**src/rtl/seq_bit_serializer.sv**
```systemverilog
// Parallel-to-serial source stage: accepts WIDTH-bit words over valid/ready and emits one bit per
// clock on x. A one-word holding buffer lets back-to-back words stream with no idle gap.
module seq_bit_serializer #(
   parameter int unsigned WIDTH     = 8,
   parameter bit          MSB_FIRST = 1'b1,
   parameter bit          IDLE_BIT  = 1'b0,
   parameter int unsigned CNT_W     = 8
) (
   input  logic             clk,
   input  logic             rst,
   input  logic [WIDTH-1:0] in_data,
   input  logic             in_valid,
   output logic             in_ready,
   output logic             x,
   output logic             x_valid,
   output logic             sof,
   output logic             eof,
   output logic             busy,
   output logic [CNT_W-1:0] frame_cnt
);

   localparam int unsigned IDX_W = $clog2(WIDTH);
   localparam logic [IDX_W-1:0] LAST_IDX = IDX_W'(WIDTH - 1);

   typedef enum logic [0:0] {StIdle, StShift} state_e;

   state_e           state_q;
   logic [IDX_W-1:0] bit_idx_q;
   logic [WIDTH-1:0] shreg_q;
   logic [WIDTH-1:0] hold_data_q;
   logic             hold_full_q;

   logic             accept;
   logic             last_bit;
   logic             load;
   logic [WIDTH-1:0] load_word;
   logic [WIDTH-1:0] shifted;

   // The bit currently on x always sits at the outgoing end of the shift register.
   function automatic logic lead_bit(input logic [WIDTH-1:0] w);
      return MSB_FIRST ? w[WIDTH-1] : w[0];
   endfunction

   function automatic logic [WIDTH-1:0] advance(input logic [WIDTH-1:0] w);
      return MSB_FIRST ? (w << 1) : (w >> 1);
   endfunction

   assign in_ready  = !hold_full_q;
   assign busy      = (state_q == StShift) || hold_full_q;
   assign accept    = in_valid && in_ready;
   assign last_bit  = (state_q == StShift) && (bit_idx_q == LAST_IDX);
   // A held word always wins over the input; in IDLE the hold buffer is necessarily empty.
   assign load      = ((state_q == StIdle) && accept) || (last_bit && (hold_full_q || accept));
   assign load_word = hold_full_q ? hold_data_q : in_data;
   assign shifted   = advance(shreg_q);

   always_ff @(posedge clk) begin
      if (!rst) begin
         state_q     <= StIdle;
         bit_idx_q   <= '0;
         shreg_q     <= '0;
         hold_data_q <= '0;
         hold_full_q <= 1'b0;
         x           <= IDLE_BIT;
         x_valid     <= 1'b0;
         sof         <= 1'b0;
         eof         <= 1'b0;
         frame_cnt   <= '0;
      end else begin
         if (last_bit) begin
            frame_cnt <= frame_cnt + CNT_W'(1);
         end

         if (load) begin
            state_q     <= StShift;
            bit_idx_q   <= '0;
            shreg_q     <= load_word;
            hold_full_q <= 1'b0;
            x           <= lead_bit(load_word);
            x_valid     <= 1'b1;
            sof         <= 1'b1;
            eof         <= 1'b0;
         end else if (state_q == StShift && !last_bit) begin
            bit_idx_q <= bit_idx_q + IDX_W'(1);
            shreg_q   <= shifted;
            x         <= lead_bit(shifted);
            x_valid   <= 1'b1;
            sof       <= 1'b0;
            eof       <= (bit_idx_q == LAST_IDX - IDX_W'(1));
            if (accept) begin
               hold_data_q <= in_data;
               hold_full_q <= 1'b1;
            end
         end else begin
            state_q   <= StIdle;
            bit_idx_q <= '0;
            x         <= IDLE_BIT;
            x_valid   <= 1'b0;
            sof       <= 1'b0;
            eof       <= 1'b0;
         end
      end
   end

endmodule

```
**config.mk**
```make
export PLATFORM = sky130hd
export DESIGN_NAME = seq_bit_serializer
export DESIGN_NICKNAME = d
export VERILOG_FILES = /design/src/rtl/seq_bit_serializer.sv
export SDC_FILE = /design/constraint.sdc
export NUM_CORES = 1
export LEC_CHECK = 0
export CELL_PAD_IN_SITES_DETAIL_PLACEMENT = 1
export CELL_PAD_IN_SITES_GLOBAL_PLACEMENT = 1
export CORE_ASPECT_RATIO = 1.1
export CORE_UTILIZATION = 25
export CTS_CLUSTER_DIAMETER = 200
export CTS_CLUSTER_SIZE = 40
export DETAILED_ROUTE_END_ITERATION = 8
export GPL_TIMING_DRIVEN = 0
export PLACE_DENSITY = 0.62
export SLEW_MARGIN = 20
export SYNTH_ARGS = -nofsm -noshare
export SYNTH_HDL_FRONTEND = slang
export SYNTH_SLANG_ARGS = --single-unit
```
**constraint.sdc**
```tcl
create_clock -name clk -period 2.2 [get_ports clk]
set_input_delay 0.44 -clock clk [delete_from_list [all_inputs] [get_ports clk]]
set_output_delay 0.44 -clock clk [all_outputs]
set_load 0.01 [all_outputs]
```
==> reports/metrics.cfg <==
[worst_hold_path]
holdCritStartpoint = shreg_q[4]$_SDFFE_PN0P_
whs_path_depth = 2
min_path_type = flop to flop
worstHoldEndpoint = shreg_q[5]$_SDFFE_PN0P_

[cells_and_area]
n_antenna_cell = 0
layout-drive-gt1-share_pct = 9.50
syn_to_final_growth_pct = 32.6
final_core_utilization_pct = 34.4
nNetsFinal = 193

[synthesis]
synthFlopType = dfxtp_1
synth_xor_area_share_pct = 1.26
syn_avg_cell_area_um2 = 9.38
ys_ff_latch = 32
synth_compound_area_share_pct = 12.7
synthTopCellsByCount = dfxtp_1 (32), mux2i_1 (14), nand2_1 (12)
yosysMostFrequentCell = dfxtp_1
seq_area_frac_synth_pct = 46.1
syn_area_mm2 = 0.00139
synthSimpleGateAreaFrac_pct = 19.8
synth_nets = 163
async_flop_share_pct = 0
ys_warn_count = 0
synth_edf_count = 0
synth_area_leaders = dfxtp_1 (46%), mux2i_1 (10%), o221ai_1 (3.8%), ha_1 (3.6%), nand2_1 (3.2%)
synth_top_cell_by_area = dfxtp_1
synth_top_area_share_pct = 46.1
synthCells = 148
synth_mux_area_share_pct = 10.1
yosys.area_share.adder_pct = 3.60
synth.distinct_cells = 33
synth_top_family_by_area = simple AND/OR/NAND/NOR gates

[cts]
cts_root_buffer = clkbuf_8
tritoncts = done
clockBufferDepth = 2
htreeDepth = 2
cts_hold_buf = 0
cts.clk_slew.worst_paths_ns = 0.07
clock_sinks = 32
insertion_delay_ns = 0.28
cts_made_buffers = 5

[global_route]
grt_overflow = 0
grt_pass1_vias = 1186
grt_max_degree = 11
track_usage_pct = 12.9
grt_antenna_before_repair = 0
grt_pass1_wl_mm = 5.64

[critical_path]
crit_buf_inv = 3
crit_type = flop to output port
worstPathArrival_ns = 1.61
worstRegToRegCells = 6
slowest_delay_ns = 0.53
cp_top_family = buffers and inverters
slowest_stage = clkdlybuf4s50_1
reg2reg_from = bit_idx_q[0]$_SDFF_PP0_
cp_max_fo = 10
start_kind = flop
r2r_slack_ns = 0.43
crit_chain = clkbuf_4, inv_1, nand2_1, clkdlybuf4s50_1
cp-end-kind = output port
cp.required_ns = 1.76
crit_start = hold_full_q$_SDFFE_PP0P_
r2r_end = shreg_q[6]$_SDFFE_PN0P_

[timing]
finClkSkew_ns = 0.00679
slew_viol_final = 0
fin_crit_sh_pct = 93.0
fmax_mhz = 489
hold_viol = 0
rsz0062_at_grt = no
final.setup.tns_ns = 0
slew_headroom_pct = 65.2
setup_viol = 0
worst_pin_slew_ns = 0.522
fin_crit_ns = 2.05
timing.hold.ws_ns = 0.473

[power]
peakVddDrop_mv = 0.410
p_per_area_mw_per_mm2 = 744
total_leakage_power_uw = 0.000680

[routing]
drc = 0
vias = 1154
drt-initial-drc-count = 34
ant_nets = 0
drtPass1Iterations = 4
routed_via_density = 4.54
drt-total-wl_mm = 3.38
post_drt_wl_per_cell_um = 13.3

[placement]
hpwl_mm = 2.54
portBuffers = 23
gp_congestion = 0.778

[run_status]
status = finished, final reports clean

[floorplanning]
die-area_mm2 = 0.00586
dieHeight_um = 80.2
start_util_pct = 25.9
die_w_um = 73.1
core-area_mm2 = 0.00536
io_pins = 25
rows = 28

[run]
drv_cap = 0

==> cell families (layout without fill, tap and decap cells) <==
group | Yosys count | after routing
simple gates | 52 | 52
flops | 32 | 32
compound gates | 25 | 25
buf+inv | 19 | 50
mux | 14 | 14
fa+ha+maj | 4 | 4
xor+xnor | 2 | 2
==> per-layer routing <==
layer	vias up	part of all wire [%]	wire (µm)	GRT usage (%)
met1	551	44	1500	14.4
met5	-	0	0	0
met4	0	0.44	15	3.53
met3	4	3.8	130	4.89
met2	22	51	1740	22.7
li1	577	-	-	-
==> power breakdown <==
group          switching (µW)  internal (µW)  total [µW]
logic                    68.1           64.7         133
registers                13.3            603         617
clock network             221            400         621
total                     303           1070        1370
==> stage by stage <==
stage               setup WS (ns)  instance area [µm²]  power [µW]  cells
finish                      0.154                 1840        1370    254
global route               0.0597                 1840        1430    254
CTS                        0.0627                 1840        1380    254
detailed placement          0.353                 1710         764    246
global placement            0.389                 1710         757    246
floorplan                   0.656                 1390         706    148
==> registers in the layout (all words and copies together) (netlist names), 3 cells and up <==
name,cells
shreg_q,7
bit_idx_q,3
hold_data_q,8
frame_cnt,8
==> worst max-delay path by stage <==
stage                                   end  slack, ns  cells after the start
floorplan           shreg_q[6]$_SDFFE_PN0P_       0.66                      6
global placement    shreg_q[6]$_SDFFE_PN0P_       0.39                      4
detailed placement  shreg_q[6]$_SDFFE_PN0P_       0.35                      4
CTS                                    busy       0.06                      4
global route                           busy       0.06                      4
finish                                 busy       0.15                      4
==> what timing repair did <==
action                     in CTS  in global routing
setup buffers                   0                  0
setup endpoints to repair       0                  1
gates resized for setup         0                  1
==> layout make-up <==
type / count / area, µm²
Timing Repair Buffer: 23 / 230
Multi-Input combinational cell: 97 / 659
Clock buffer: 7 / 96.3
Clock inverter: 1 / 30.0
Buffer: 7 / 46.3
Sequential cell: 32 / 641
Fill cell: 622 / 3520
Inverter: 12 / 45.0
Tap cell: 75 / 93.8
==> worst reg2reg max path: cells and delay by family, from the launching register on <==
kind	cells	cell delay [ns]
AO/OA/AOI/OAI	2	0.37
adder cells (fa/ha/maj)	2	0.44
buffers and inverters	1	0.18
flip-flops	1	0.33
AND/OR/NAND/NOR	1	0.31
==> placed cells by master, fill, tap and decap left out, types with 2 or more instances in the layout <==
cell type        instances
dfxtp_1                 32
clkdlybuf4s50_1         23
mux2i_1                 14
nand2_1                 12
inv_1                   11
nor2_1                  11
a21oi_1                  7
clkbuf_8                 7
o221ai_1                 6
nand3_1                  5
o21ai_0                  4
and2_1                   4
ha_1                     4
nand4_1                  3
o31ai_1                  3
nor2b_1                  3
buf_4                    2
nand2b_1                 2
o211ai_1                 2
or3_1                    2
and3_1                   2
o211ai_2                 2
or4_1                    2
xor2_1                   2
nor3_1                   2
No activity file was read; power rests on OpenSTA's default activity.
